--- src/rtl/reg_transfer_ctrl.sv ---
// reg_transfer_ctrl: multicycle LOADI/MOV/ADD/SUB sequencer over four 16-bit registers
module reg_transfer_ctrl (
  input  logic        clk,
  input  logic        reset,
  input  logic        start,
  input  logic [15:0] instr,
  input  logic [1:0]  rd_sel,
  output logic [15:0] rd_data,
  output logic [3:0]  reg_we,
  output logic        busy,
  output logic        done,
  output logic        flag_c,
  output logic        flag_z
);
  typedef enum logic [2:0] {IDLE, T1, T2, T3, DN} state_t;
  state_t state, next;
  logic [15:0] r [4];
  logic [15:0] ir, a, g, wdata;
  logic [16:0] sum;
  logic [1:0] op, rx, ry;
  assign op = ir[15:14];
  assign rx = ir[13:12];
  assign ry = ir[11:10];
  assign rd_data = r[rd_sel];
  always_ff @(posedge clk)
    state <= reset ? IDLE : next;
  always_comb begin
    next = state;
    case (state)
      IDLE: next = start ? T1 : IDLE;
      T1:   next = op[1] ? T2 : DN;
      T2:   next = T3;
      T3:   next = DN;
      default: next = IDLE;
    endcase
  end
  // SUB uses the same adder with inverted operand plus one, so bit 16 is no-borrow
  always_comb begin
    busy = state != IDLE;
    done = state == DN;
    reg_we = ((state == T1 && !op[1]) || state == T3) ? 4'b0001 << rx : 4'b0000;
    wdata = state == T3 ? g : (op == 2'b00 ? {6'b0, ir[9:0]} : r[ry]);
    sum = {1'b0, a} + (op[0] ? {1'b0, ~r[ry]} + 17'd1 : {1'b0, r[ry]});
  end
  always_ff @(posedge clk) begin
    if (reset) begin
      r <= '{default: '0};
      ir <= '0;
      a <= '0;
      g <= '0;
      flag_c <= 1'b0;
      flag_z <= 1'b0;
    end else begin
      if (state == IDLE && start) ir <= instr;
      if (state == T1) a <= r[rx];
      if (state == T2) begin
        g <= sum[15:0];
        flag_c <= sum[16];
      end
      if (|reg_we) begin
        r[rx] <= wdata;
        flag_z <= wdata == 16'd0;
      end
    end
  end
endmodule

--- config.mk ---
export PLATFORM = sky130hd
export DESIGN_NAME = reg_transfer_ctrl
export DESIGN_NICKNAME = d
export VERILOG_FILES = /design/src/rtl/reg_transfer_ctrl.sv
export SDC_FILE = /design/constraint.sdc
export NUM_CORES = 1
export LEC_CHECK = 0
export BUFFER_PORTS_ARGS = -buffer_cell sky130_fd_sc_hd__buf_4
export CORE_UTILIZATION = 30
export DETAILED_ROUTE_END_ITERATION = 6
export HOLD_SLACK_MARGIN = 0.05
export SETUP_SLACK_MARGIN = 0.5
export SYNTH_ARGS = -nofsm -noshare
export SYNTH_HDL_FRONTEND = slang
export SYNTH_SLANG_ARGS = --single-unit
--- constraint.sdc ---
create_clock -name clk -period 4.6 [get_ports clk]
set_clock_uncertainty 0.2 [all_clocks]
set_input_delay 1.38 -clock clk [delete_from_list [all_inputs] [get_ports clk]]
set_output_delay 1.38 -clock clk [all_outputs]
set_load 0.05 [all_outputs]
# After elaboration in Yosys (flattened, before gate mapping)
# Cells that the tools add are included.
# totals
elab_cells	54
regBits	117
output_inout_bits	24
input_bits	21
# classes
n_eq_ne	4
n_addsub	2
order_cmp	4
muxes	19
bitwise	4
reduce_logical	10
n_shift	1
# op_table
op	count
$mux 16	9
$bmux 16 s2	3
$bwmux 64	1
$demux 16 s2	1
$add 16x1->17 const B	1
$add 16x17->17	1
$mux 17	1
$logic_not 16->1	1
$not 16->16	1
$pmux 3 s4	1
$ge 3x3->1 const B	3
$not 2->3	3
$eq 3x2->1 const B	2
$mux 4	1
$reduce_or 4->1	1
$shl 1x2->4 const A	1
$eq 3x1->1 const B	1
$eq 3x3->1 const B	1
$logic_and 1x1->1	3
$logic_not 3->1	1
$lt 3x1->1 const B	1
$mux 3	1
$reduce_bool 3->1	1
$logic_not 2->1	1
other kinds (3)	3

# Longest topological paths before layout
# Gate-level depths: netlist of the first run.
# logic_depth
ltp_word	8
mapped_depth	16
mapped_depth_nobuf	14

# Least setup slack after synthesis of the first run
# Ideal clock, no wire load.
# synth_timing
kind	input-to-output
start	input port rd_sel[1]
end	output port rd_data[10]
path_buffers	2
path_stages	3
required_time_ns	3.020
t_arrival_ns	3.013
setup_slack_ns	0.007
path_cell_list	clkbuf_1 -> buf_1 -> mux4_2
# synth_via
elab_chain_cells	4
# synth_rtl
element	line_no	rtl
start, declared	7	input logic [1:0] rd_sel,
$not 2->3 (not written as such)	24	assign rd_data = r[rd_sel];
$bmux 16 s2	24	
$mux 16 (not written as such) (2 in series)	24	
end, declared	8	output logic [15:0] rd_data,
# No other way between the ends. The select of a mux whose other input is x is not followed.

# Worst setup path after layout of the first run
# layout_timing
start	input port rd_sel[0]
end	output port rd_data[15]
# Same word-level chain as after synthesis.

==> flow_metrics.py, run 1 <==
metrics = {
    "grt": {
        "grt_usage_pct": 17.46,
        "first_global_vias": 5337,
        "grt_overflow_total": 0,
        "antenna_found_initial": 0,
        "grt_start_max_net_pins": 61,
        "grt_pass1_wl_mm": 29.68,
    },
    "critical_path": {
        "crit_type": "in2out",
        "crit_arrival_ns": 2.44,
        "rr_endpoint": "flag_c$_SDFFE_PP0P_",
        "worst-r2r-setup-slack_ns": 0.60,
        "cp.required_ns": 3.02,
        "rr_startpoint": "ir[11]$_SDFFE_PP0P_",
        "crit_fanout": 16,
        "ff2ff_path_depth": 13,
        "critPathLaunch": "rd_sel[0]",
        "cp-end-kind": "output port",
        "cp-start-kind": "input port",
    },
    "timing": {
        "tightest_slew_ns": 1.096,
        "slew_viol_final": 0,
        "fin_crit_sh_pct": 87.36,
        "min_period_ns": 4.019,
        "final.setup.tns_ns": 0,
        "fmax_mhz": 248.8,
        "rsz0062_at_grt": "true",
        "setup_viol": 0,
        "hold_violations": 0,
        "slew_headroom_pct": 26.66,
    },
    "drt": {
        "vias": 5677,
        "wirelength_mm": 18.63,
        "drt_iter0_drc": 451,
        "drc": 0,
        "drt_first_pass_iters": 4,
        "via_per_inst": 5.271,
        "wl_per_cell_um": 17.30,
        "postRouteAntennaNets": 0,
    },
    "final_layout": {
        "fin_util_pct": 37.34,
        "num-nets-final": 828,
        "area_growth_pct": 20.90,
        "antenna_cells": 0,
        "drive_gt1_share_pct": 21.95,
    },
    "power": {
        "clkPwrFrac_pct": 49.2,
        "p_int_mw": 2.038,
        "p_total_mw": 2.756,
        "seqPwrFrac_pct": 38.7,
        "power_switching_mw": 0.7187,
        "power.density_mw_per_mm2": 347.9,
        "vdd_drop_max_mv": 0.2086,
        "p_sw_share_pct": 26.07,
        "power.leakage_nw": 2.948,
        "combPwrFrac_pct": 12.1,
    },
    "synthesis": {
        "yosysSeqAreaShare_pct": 35.74,
        "synth_fp_nets": 785,
        "syn_inst": 746,
        "syn_area_mm2": 0.006554,
        "async_flop_share_pct": 0,
        "synth-edff-count": 0,
        "synth_warnings": 0,
        "synth_cell_types": 59,
        "synth_seq_cells": 117,
        "synth_area_per_cell_um2": 8.785,
        "synthFlopType": "dfxtp_1",
    },
    "floorplanning": {
        "ioPinCount": 45,
        "start_util_pct": 30.88,
        "design.core.area_mm2": 0.02122,
        "die_x_um": 149.8,
        "num_rows": 53,
        "dieHeight_um": 149.8,
        "die_area_mm2": 0.02244,
    },
    "worst_hold_path": {
        "min_to": "g[7]$_SDFFE_PP0P_",
        "hold_path_startpoint": "g[7]$_SDFFE_PP0P_",
        "min_path_type": "reg2reg",
        "hold_depth": 2,
    },
    "clocking": {
        "postCtsHoldBufs": 0,
        "clockRootBuffer": "clkbuf_16",
        "max-clock-path-buffers": 2,
        "clkSlewWorstSetupHoldPaths_ns": 0.05,
        "cts_made_buffers": 17,
        "htree_levels": 4,
        "clock_latency_ns": 0.42,
        "clock-sinks": 117,
        "cts_tree": "yes",
    },
    "run_status": {
        "outcome": "finished clean",
    },
    "placed_design": {
        "dp_hpwl_mm": 13.27,
        "portBuffers": 44,
        "routabilityCongestion": 0.8456,
    },
    "flow_run": {
        "maxCapViolCount": 0,
    },
}
## area by class of cell
type | count | area (um^2)
clock buffer | 20 | 446.7
clock inverter | 12 | 152.6
fill | 2146 | 13300
inverter | 16 | 60.06
multi-input combinational | 562 | 3986
sequential | 117 | 2347
tap | 275 | 344.1
timing repair buffer | 75 | 586.8
## state kept, by name, summed over array words and instances (netlist names)
| name | cells |
|---|---|
| ir | 16 |
| state | 3 |
| r | 64 |
| flag_z | 1 |
| a | 16 |
| g | 16 |
| flag_c | 1 |
## power by group through the flow
stage	Clock [mW]	Combinational, mW	Sequential [mW]
floorplan	0	0.236	1.07
CTS	1.38	0.322	1.06
detailed placement	0	0.317	1.09
global placement	0	0.317	1.09
global route	1.43	0.360	1.07
finish	1.36	0.335	1.07
## routing by layer
metal | wire length [um] | vias to the layer above | GRT usage (%)
li1 | - | 2752 | -
met1 | 8519 | 2711 | 24.30
met2 | 8574 | 187 | 26.60
met3 | 1085 | 27 | 2.805
met4 | 453 | 0 | 7.525
met5 | 0 | - | 0
## critical path, cell delays in order
cell and delay (ns):
buf_4 0.27, mux4_2 0.56, buf_4 0.21
## what timing repair did
item                                    CTS  global route
endpoints found under the setup margin    5            17
buffers inserted                          2             9
endpoints found under the hold margin     0             0
gates resized for setup                   9            18
pin swaps                                 1             9
## logic make-up (layout without fill, tap and decap cells)
| group | count (synthesis) | in the layout | synth area share (%) |
|---|---|---|---|
| adder cells (fa/ha/maj) | 18 | 18 | 3.551 |
| AO/OA/AOI/OAI | 180 | 180 | 16.55 |
| buffers and inverters | 67 | 123 | 4.085 |
| flip-flops | 117 | 117 | 35.74 |
| AND/OR/NAND/NOR | 282 | 282 | 18.59 |
| multiplexers | 59 | 59 | 18.40 |
| XOR/XNOR | 23 | 23 | 3.074 |
## through the flow
stage                     instances  instance area (um^2)  hold WS, ns  setup slack [ns]
final                          1077                  7924       0.2558            0.5812
after detailed placement       1034                  7171       0.2466            0.3309
after CTS                      1068                  7815       0.2565            0.5017
after global placement         1034                  7171       0.2387            0.3883
after global routing           1077                  7924       0.2700            0.4376
after floorplan                 746                  6559       0.2321            0.5087
## worst max path at each step
stage,slack [ns],cells after the start,to
5_1_grt,0.44,13,flag_c$_SDFFE_PP0P_
6_report,0.58,3,rd_data[15]
4_1_cts,0.50,3,rd_data[10]
3_5_place_dp,0.33,13,flag_c$_SDFFE_PP0P_
2_1_floorplan,0.51,3,rd_data[10]
3_3_place_gp,0.39,13,flag_c$_SDFFE_PP0P_
## cell usage in the layout (no fill, tap or decap), types with 4 or more instances in the layout
cell type,n
mux2i_1,11
dfxtp_1,115
o21ai_1,4
inv_1,16
o21ai_0,21
or2_2,7
a21oi_1,91
buf_4,72
nor3_1,5
a211oi_1,28
clkinv_2,4
nand2_1,187
nor2_1,42
or3_1,4
ha_1,17
nor3b_1,6
xnor2_1,19
clkbuf_16,17
nand3_1,4
mux4_2,48
a21o_1,4
nand2b_1,5
a22oi_1,5
## cells in the mapped netlist, drive strengths merged (16+ instances only)
master | number | area (um^2)
inv | 16 | 60.06
nand2 | 187 | 701.9
dfxtp | 117 | 2342
mux4 | 48 | 1096
clkbuf | 40 | 150.1
xnor2 | 20 | 175.2
a211oi | 29 | 217.7
nor2 | 45 | 171.4
o21ai | 25 | 125.1
ha | 17 | 212.7
a21oi | 92 | 460.4
(Power assumes the default switching activity.)
==> run 2: changes to the inputs <==
--- a/config.mk
+++ b/config.mk
@@ -5,8 +5,10 @@
 export SDC_FILE = /design/constraint.sdc
 export NUM_CORES = 1
 export LEC_CHECK = 0
+export ABC_AREA = 1
 export BUFFER_PORTS_ARGS = -buffer_cell sky130_fd_sc_hd__buf_4
 export CORE_UTILIZATION = 30
+export CTS_BUF_LIST = sky130_fd_sc_hd__clkbuf_4
 export DETAILED_ROUTE_END_ITERATION = 6
 export HOLD_SLACK_MARGIN = 0.05
 export SETUP_SLACK_MARGIN = 0.5
==> run 2 against run 1 <==
Clock-buffer cell count fell by 1. Area after synthesis rose by 7.3%. Non-clock buffer count fell by 11. Core utilization fell by 2.2 points. Cell area rose by 1.4%. Wire length rose by 22%. First-iteration DRC count rose by 25%. Highest routed layer unchanged.
==> flow_metrics.py, run 2 <==
metrics = {
    "run_status": {
        "outcome": "finished clean",
    },
    "timing": {
        "final.setup.tns_ns": 0,
        "min_period_ns": 3.951,
        "fmax_mhz": 253.1,
        "hold_violations": 0,
        "tightest_slew_ns": 0.9843,
        "slew_headroom_pct": 34.20,
        "rsz0062_at_grt": "false",
        "fin_crit_sh_pct": 85.88,
        "setup_viol": 0,
        "slew_viol_final": 0,
    },
    "drt": {
        "via_per_inst": 5.144,
        "wirelength_mm": 22.67,
        "wl_per_cell_um": 16.12,
        "vias": 7232,
        "drc": 0,
        "postRouteAntennaNets": 0,
        "drt_first_pass_iters": 5,
        "drt_iter0_drc": 562,
    },
    "grt": {
        "grt_usage_pct": 19.38,
        "grt_overflow_total": 0,
        "first_global_vias": 6551,
        "grt_pass1_wl_mm": 35.99,
        "antenna_found_initial": 1,
        "grt_start_max_net_pins": 65,
    },
    "placed_design": {
        "dp_hpwl_mm": 16.58,
        "place_inst": 1373,
        "portBuffers": 44,
        "routabilityCongestion": 0.9560,
        "placed_area_mm2": 0.007704,
    },
    "critical_path": {
        "cp-start-kind": "input port",
        "crit_type": "in2out",
        "cp-end-kind": "output port",
        "rr_endpoint": "flag_c$_SDFFE_PP0P_",
        "ff2ff_path_depth": 22,
        "crit_arrival_ns": 2.37,
        "worst-r2r-setup-slack_ns": 1.04,
        "critPathLaunch": "rd_sel[1]",
        "cp.required_ns": 3.02,
        "crit_fanout": 13,
        "rr_startpoint": "ir[10]$_SDFFE_PP0P_",
    },
    "clocking": {
        "clock_latency_ns": 0.56,
        "clockRootBuffer": "clkbuf_4",
        "postCtsSetupBuffers": 0,
        "clock-sinks": 117,
        "cts_made_buffers": 17,
        "clkSlewWorstSetupHoldPaths_ns": 0.12,
        "cts_tree": "yes",
        "htree_levels": 4,
        "max-clock-path-buffers": 2,
    },
    "synthesis": {
        "synth_fp_nets": 1097,
        "syn_area_mm2": 0.007033,
        "yosysSeqAreaShare_pct": 33.30,
        "synth_top_cell_area_share_pct": 33.30,
        "netlist_top_cells_count": "211 x nand2_1, 132 x o21ai_0, 121 x inv_1",
        "synth_area_per_cell_um2": 6.647,
        "synth_most_common_cell": "nand2_1",
        "netlist_top_cells_area": "dfxtp_1 33%, nand2_1 11%, o21ai_0 9.4%",
        "synth_cell_types": 42,
        "synth_warnings": 0,
        "async_flop_share_pct": 0,
        "synth_top_area_cell": "dfxtp_1",
        "synth-edff-count": 0,
        "synthFlopType": "dfxtp_1",
        "syn_inst": 1058,
        "synth_seq_cells": 117,
    },
    "worst_hold_path": {
        "min_to": "g[0]$_SDFFE_PP0P_",
        "hold_path_startpoint": "g[0]$_SDFFE_PP0P_",
        "hold_depth": 2,
        "min_path_type": "reg2reg",
    },
    "final_layout": {
        "num-nets-final": 1118,
        "fin_cells": 1406,
        "design_area_mm2": 0.008034,
        "fin_util_pct": 35.16,
        "final_common_cell": "nand2_1",
        "area_growth_pct": 14.23,
        "layout_common_cells": "211 x nand2_1, 132 x o21ai_0, 119 x inv_1",
        "top_register": "r",
        "largest_register_ffs": 64,
        "drive_gt1_share_pct": 12.64,
    },
    "floorplanning": {
        "die_x_um": 155.1,
        "die_area_mm2": 0.02406,
        "dieHeight_um": 155.1,
        "ioPinCount": 45,
        "start_util_pct": 30.78,
        "num_rows": 55,
        "design.core.area_mm2": 0.02285,
    },
    "power": {
        "vdd_drop_max_mv": 0.1913,
        "power.leakage_nw": 3.541,
        "p_total_mw": 2.884,
        "power.density_mw_per_mm2": 359.0,
    },
    "flow_run": {
        "maxCapViolCount": 0,
    },
}
-- run 2: changes by cell type after synthesis, sizes merged, moves of 11 or more --
cell / change
a211oi: -29
a21oi: +20
buf: +12
inv: +112
mux2i: -11
mux4: -48
nand2: +26
nand3: +73
nor2: +29
o21ai: +127
o22ai: +22
xnor2: -13
xor2: +12
-- run 2: worst max path at each step --
stage	endpoint	slack, ns	cells after the start
5_1_grt	rd_data[15]	0.53	7
2_1_floorplan	rd_data[15]	0.66	4
4_1_cts	rd_data[15]	0.55	7
3_5_place_dp	rd_data[15]	0.55	7
6_report	rd_data[15]	0.65	7
3_3_place_gp	rd_data[15]	0.58	7
-- run 2: critical path, cell delays in order --
cell and delay [ns]:
buf_4 0.10, clkinvlp_4 0.18, buf_4 0.24, o21ai_0 0.08, a21oi_1 0.07, a21oi_2 0.11
buf_4 0.20
-- run 2: repair_timing --
action                                  CTS  global route
hold buffers                              0             0
endpoints found under the setup margin    0             2
gates resized for setup                   0             1
-- run 2: where the power goes --
part,switching (mW),internal [mW]
clock network,0.435,0.441
registers,0.0505,1.07
logic,0.602,0.286
total,1.09,1.80
-- run 2: metal layers --
layer  wire [um]  track usage [%]
met5           0                0
met4         674            7.732
met3        1403            3.816
met2        9975            30.22
met1       10610            26.15
-- run 2: cell type report --
cell class | instances | area (um^2)
clock inverters | 13 | 181.4
flip-flops and latches | 117 | 2342
repair buffers | 64 | 493.0
fillers | 2540 | 14810
inverters | 128 | 486.7
well taps | 313 | 391.6
multi-input cells | 751 | 3994
clock buffers | 19 | 142.6
diodes | 1 | 2.502
-- run 2: per-stage QoR --
step                hold WS (ns)  setup slack (ns)
floorplan                 0.2245            0.6645
global placement          0.2391            0.5832
detailed placement        0.2496            0.5472
CTS                       0.2670            0.5479
global route              0.2968            0.5305
finish                    0.2776            0.6495
-- run 2: cells by family (layout without fill, tap and decap cells) --
kind of cell / Yosys count / count (layout) / synth area share (%)
flip-flops: 117 / 117 / 33.30
adder cells (fa/ha/maj): 18 / 18 / 3.309
other: 0 / 1 / 0
AO/OA/AOI/OAI: 334 / 334 / 26.44
AND/OR/NAND/NOR: 377 / 377 / 22.91
XOR/XNOR: 22 / 22 / 2.740
buffers and inverters: 190 / 224 / 11.30
